`src/rtl/sgdmac_rd_sched.sv`:
```
// Read-port scheduler: arbitrates N_REQ requesters onto one AXI AR channel and routes R beats back by ID.
// Optional macro SGDMAC_RD_SCHED_STRICT_PRIO_EN selects fixed lowest-index priority instead of round-robin.
module sgdmac_rd_sched #(
    parameter int unsigned N_REQ    = 2,
    parameter int unsigned ID_W     = 4,
    parameter int unsigned MAX_OUTS = 4
) (
    input  logic                clk,
    input  logic                rst_n,
    input  logic [N_REQ-1:0]    req_arvalid_i,
    output logic [N_REQ-1:0]    req_arready_o,
    input  logic [N_REQ*32-1:0] req_araddr_i,
    input  logic [N_REQ*4-1:0]  req_arlen_i,
    input  logic [N_REQ*3-1:0]  req_arsize_i,
    input  logic [N_REQ*2-1:0]  req_arburst_i,
    output logic [ID_W-1:0]     arid_o,
    output logic [31:0]         araddr_o,
    output logic [3:0]          arlen_o,
    output logic [2:0]          arsize_o,
    output logic [1:0]          arburst_o,
    output logic                arvalid_o,
    input  logic                arready_i,
    input  logic [ID_W-1:0]     rid_i,
    input  logic                rlast_i,
    input  logic                rvalid_i,
    output logic                rready_o,
    output logic [N_REQ-1:0]    req_rvalid_o,
    input  logic [N_REQ-1:0]    req_rready_i,
    output logic                id_err_o
);

    localparam int unsigned IW = (N_REQ > 1) ? $clog2(N_REQ) : 1;
    localparam int unsigned CW = $clog2(MAX_OUTS + 1);

    typedef enum logic {IDLE, BUSY} state_t;

    state_t           state;
    logic [IW-1:0]    rr_ptr;
    logic [IW-1:0]    grant_idx;
    logic             grant_found;
    logic             accept;
    logic             rid_hit;
    logic             rid_rready;
    logic             last_hs;
    logic [N_REQ-1:0] elig;
    logic [N_REQ-1:0] cnt_inc;
    logic [N_REQ-1:0] cnt_dec;
    logic [CW-1:0]    cnt [N_REQ];

    // A requester may compete only while it has outstanding-burst credit left
    always_comb begin
        elig = '0;
        for (int k = 0; k < N_REQ; k++) begin
            elig[k] = req_arvalid_i[k] && (cnt[k] < CW'(MAX_OUTS));
        end
    end

`ifdef SGDMAC_RD_SCHED_STRICT_PRIO_EN
    always_comb begin
        grant_found = 1'b0;
        grant_idx   = '0;
        for (int i = 0; i < N_REQ; i++) begin
            if (!grant_found && elig[i]) begin
                grant_found = 1'b1;
                grant_idx   = IW'(i);
            end
        end
    end
`else
    logic [IW-1:0] scan;

    // Search starts at rr_ptr and wraps, so the last winner has lowest priority
    always_comb begin
        grant_found = 1'b0;
        grant_idx   = '0;
        scan        = '0;
        for (int i = 0; i < N_REQ; i++) begin
            scan = IW'((int'(rr_ptr) + i) % int'(N_REQ));
            if (!grant_found && elig[scan]) begin
                grant_found = 1'b1;
                grant_idx   = scan;
            end
        end
    end
`endif

    assign accept = (state == IDLE) && grant_found;

    always_comb begin
        req_arready_o = '0;
        for (int k = 0; k < N_REQ; k++) begin
            req_arready_o[k] = accept && (grant_idx == IW'(k));
        end
    end

    // R routing: unknown IDs are drained so the bus never stalls on them
    always_comb begin
        rid_hit      = 1'b0;
        rid_rready   = 1'b0;
        req_rvalid_o = '0;
        for (int k = 0; k < N_REQ; k++) begin
            if (rid_i == ID_W'(k)) begin
                rid_hit         = 1'b1;
                rid_rready      = req_rready_i[k];
                req_rvalid_o[k] = rvalid_i;
            end
        end
    end

    assign rready_o = rid_hit ? rid_rready : 1'b1;
    assign last_hs  = rvalid_i && rready_o && rlast_i;

    always_comb begin
        cnt_inc = '0;
        cnt_dec = '0;
        for (int k = 0; k < N_REQ; k++) begin
            cnt_inc[k] = accept && (grant_idx == IW'(k));
            cnt_dec[k] = last_hs && (rid_i == ID_W'(k)) && (cnt[k] != '0);
        end
    end

    always_ff @(posedge clk or negedge rst_n) begin
        if (!rst_n) begin
            for (int k = 0; k < N_REQ; k++) begin
                cnt[k] <= '0;
            end
        end else begin
            for (int k = 0; k < N_REQ; k++) begin
                if (cnt_inc[k] && !cnt_dec[k]) begin
                    cnt[k] <= cnt[k] + 1'b1;
                end else if (cnt_dec[k] && !cnt_inc[k]) begin
                    cnt[k] <= cnt[k] - 1'b1;
                end
            end
        end
    end

    // Issue FSM: payload captured on accept and held until the AR handshake
    always_ff @(posedge clk or negedge rst_n) begin
        if (!rst_n) begin
            state     <= IDLE;
            rr_ptr    <= '0;
            arvalid_o <= 1'b0;
            arid_o    <= '0;
            araddr_o  <= '0;
            arlen_o   <= '0;
            arsize_o  <= '0;
            arburst_o <= '0;
            id_err_o  <= 1'b0;
        end else begin
            id_err_o <= rvalid_i && !rid_hit;
            case (state)
                IDLE: begin
                    if (grant_found) begin
                        for (int k = 0; k < N_REQ; k++) begin
                            if (grant_idx == IW'(k)) begin
                                araddr_o  <= req_araddr_i[32*k +: 32];
                                arlen_o   <= req_arlen_i[4*k +: 4];
                                arsize_o  <= req_arsize_i[3*k +: 3];
                                arburst_o <= req_arburst_i[2*k +: 2];
                            end
                        end
                        arid_o    <= ID_W'(grant_idx);
                        rr_ptr    <= (grant_idx == IW'(N_REQ - 1)) ? '0 : grant_idx + 1'b1;
                        arvalid_o <= 1'b1;
                        state     <= BUSY;
                    end
                end
                BUSY: begin
                    if (arready_i) begin
                        arvalid_o <= 1'b0;
                        state     <= IDLE;
                    end
                end
                default: state <= IDLE;
            endcase
        end
    end

endmodule

```
`config.mk`:
```
export PLATFORM = sky130hd
export DESIGN_NAME = sgdmac_rd_sched
export DESIGN_NICKNAME = d
export VERILOG_FILES = /design/src/rtl/sgdmac_rd_sched.sv
export SDC_FILE = /design/constraint.sdc
export NUM_CORES = 1
export LEC_CHECK = 0
export CORE_ASPECT_RATIO = 0.6
export CORE_UTILIZATION = 38
export DETAILED_ROUTE_END_ITERATION = 8
export GPL_TIMING_DRIVEN = 1
export PLACE_DENSITY = 0.8
export SETUP_SLACK_MARGIN = 0.15
export SKIP_LAST_GASP = 1
export SYNTH_ARGS = -nofsm -noshare
export SYNTH_HDL_FRONTEND = slang
export SYNTH_SLANG_ARGS = --single-unit
```
`constraint.sdc`:
```
create_clock -name clk -period 5.6 [get_ports clk]
set_input_delay 0.84 -clock clk [delete_from_list [all_inputs] [get_ports clk]]
set_output_delay 0.84 -clock clk [all_outputs]
set_load 0.01 [all_outputs]
```
==> flow_summary.ini <==
[sta]
hold_violations = 0
max_freq_ghz = 0.254
report.final.setup_viol = 0
grt_setup_unrepaired = no
maxSlewViolCount = 0
timing.max_slew.rel_slack_pct = 37.1
min_period_over_period_pct = 70.3
setup_total_negative_slack_ps = 0
worst_slew_pin_slew_ps = 943
final.min_clock_period_ps = 3940
finClkSkew_ps = 5.11

[worst_setup_path]
cp_data_required_time_ps = 4760
timing.rr.start = cnt[2]
worstSetupStartpointType = input pin
cp_most_frequent_cell = clkdlybuf4s50_1
critical_path_peak_fanout = 44
critical-path-top-delay-family = buffers and inverters
sequence_of_cells_on_the_critical_path = clkdlybuf4s50_1, nand2b_2, nor3_1, clkdlybuf4s50_1
timing.critical_path.slowest_cell_delay_ps = 610
critical_path.n_buffers_inverters = 2
critical_path.endpoint_type = output port
cp.arrival_ps = 3100
first_element_of_the_critical_path = req_arvalid_i[1]
timing.setup.critical_path_class = input pin to output port
cp_slowest_cell = clkdlybuf4s50_1

[logic_synthesis]
synth-warning-count = 0
yosys_most_used_dff = dfrtp_1
synth_edf_count = 0
dominant_cell_by_count_in_the_synthesized_netlist = dfrtp_1
synth_seq_cells = 52
postSynth.asyncResetShare_pct = 100
netlist-cell-type-count = 30
synthesis.area_sq_um = 2600
synth.avg_cell_area_sq_um = 12.8
post-synth-top-area-cell = dfrtp_1
postSynthCellCount = 203
yosys-top-cells-count = 52 x dfrtp_1, 41 x a221o_1, 41 x nor4b_1, 9 x buf_6, 8 x clkbuf_1
post-synth-top-area-fraction_pct = 50.0
yosysSeqAreaShare_pct = 50.0
synth_area_leaders = dfrtp_1 50%, a221o_1 16%, nor4b_1 14%, buf_6 3.9%, fa_1 1.5%

[die]
count_of_standard_cell_rows = 22
dieArea_sq_um = 7200
dieWidth_um = 109
initial_core_util_pct = 40.9
chipHeight_um = 66.1
design.portCount = 147
core_area_sq_um = 6360

[clock_tree]
cts_inserted_buffers = 5
post_cts_buffers = 0
clock_tree.buffer_depth = 2
tritoncts_num_sinks = 52
cts_htree_levels = 2
post_cts_hold_buffer_count = 0
root_buffer = clkbuf_16
clk-insertion-delay-late_ps = 280
post_cts_resized = 0
clock_tree_from_tritoncts = built
post_cts_clock_slew_at_the_launch_and_capture_registers_of_the_worst_setup_and_hold_paths_ps = 60

[route]
drt-wirelength-per-cell_um = 18.8
drt-total-wl_um = 7850
route.vias.total = 2361
drt-pass1-iter-count = 4
drt_drc_violations_left = 0
vias_per_cell = 5.65
detailed_router_s_first_iteration_violation_count = 166
ant_nets = 0

[global_route]
grt_overflow = 0
globalRouteMet1Util_pct = 32.6
grt_antenna_before_repair = 0
gr-usage-met2_pct = 33.9
global_route.peak_usage_layer = met2
grt_start_max_net_pins = 53
grt_pass1_vias = 2401
wire_length_of_the_first_global_routing_pass_um = 12400
global_route.usage.total_pct = 22.7
globalRouteMet3Util_pct = 5.71

[pwr]
power.density_cell_area_nw_per_um2 = 475
report.power.total_mw = 1.96
worst_ir_drop_vdd_mv = 0.331
total_leakage_power_nw = 1.61

[layout]
antenna_cells_inserted = 0
drive_above_1_share_pct = 5.39
syn2layout_area_growth_pct = 59.0
nNetsFinal = 433

[hold_path]
path_class_of_the_lowest_slack_min_delay_path = flop to flop
startpoint_of_the_worst_hold_path = arid_o[0]

[place]
placement.io_buffers = 143
place_hpwl_um = 5250
routabilityCongestion = 0.776

[status]
outcome = completed

[flow_run]
drv_cap = 0
flip-flops by register name (all words and copies together), names as in the netlist:
name / cells
araddr_o: 32
cnt: 6
arlen_o: 4
arsize_o: 3
arburst_o: 2
arid_o: 1
arvalid_o: 1
id_err_o: 1
rr_ptr: 1
state: 1
final cells by class:
type,instances,area (sq um)
clock buffers,6,129
clock inverters,1,5.00
fillers,516,2220
inverters,4,15.0
multi-input cells,123,1120
flip-flops and latches,52,1300
well taps,84,105
repair buffers,148,1460
layer usage:
layer  vias to the layer above  share of wire, %
met5                         -                 0
met3                         8               8.1
met4                         0               1.1
li1                       1073                 -
met1                      1164                47
met2                       116                44
worst register-to-register path, stage by stage (launching register included):
cell	delay, ps
dfrtp_1	380
nand2b_2	620
nor3_1	570
ha_1	250
inv_1	60
fa_1	370
xor2_1	150
nor2_1	110
xnor2_1	120
cells by family after synthesis:
kind of cell,share of synthesized area [%]
adder cells (fa/ha/maj),2.50
XOR/XNOR,2.02
flip-flops,50.0
AND/OR/NAND/NOR,17.9
AO/OA/AOI/OAI,18.6
multiplexers,1.25
buffers and inverters,7.64
other,0.144
report_power, final:
group	total [mW]	switching (mW)	internal, mW
Sequential	0.688	0.131	0.558
Combinational	0.991	0.441	0.550
Clock	0.285	0.122	0.163
cells in the final DEF, fill, tap and decap left out, drive strengths merged:
master and n:
a21o 3, ha 2, o311a 1, nand4 2
a21boi 1, and3 1, nor3 3, nor4b 41
buf 6, inv 4, nand2b 2, clkinv 1
o21a 1, nor2b 1, mux2 2, a311oi 1
dfrtp 52, conb 3, nand2 4, a221o 41
xnor2 3, nor2 3, fa 2, clkbuf 6
nor3b 2, mux2i 1, xor2 3, clkdlybuf4s50 142
worst paths after layout:
path / endpoint / slack, ps / depth (start not counted)
setup / recovery: req_arready_o[1] / 1660 / 4
hold / removal: arid_o[0] / 510 / 1
setup reg to reg: cnt[2] / 2880 / 8
hold reg to reg: arid_o[0] / 510 / 1
max in group asynchronous: araddr_o[27] / 4500 / 2
min in group asynchronous: id_err_o / 680 / 2
per-stage QoR:
stage	instance area, sq um	hold WS (ps)	utilization, %	instances	setup slack [ps]
finish	4140	505	65.1	418	1660
global route	4140	525	65.1	418	1570
CTS	4140	498	65.1	418	1670
detailed placement	4010	473	63.0	411	1690
global placement	4010	467	63.0	411	1770
floorplan	2610	502	-	205	2840
No activity file was read; power rests on OpenSTA's default activity.
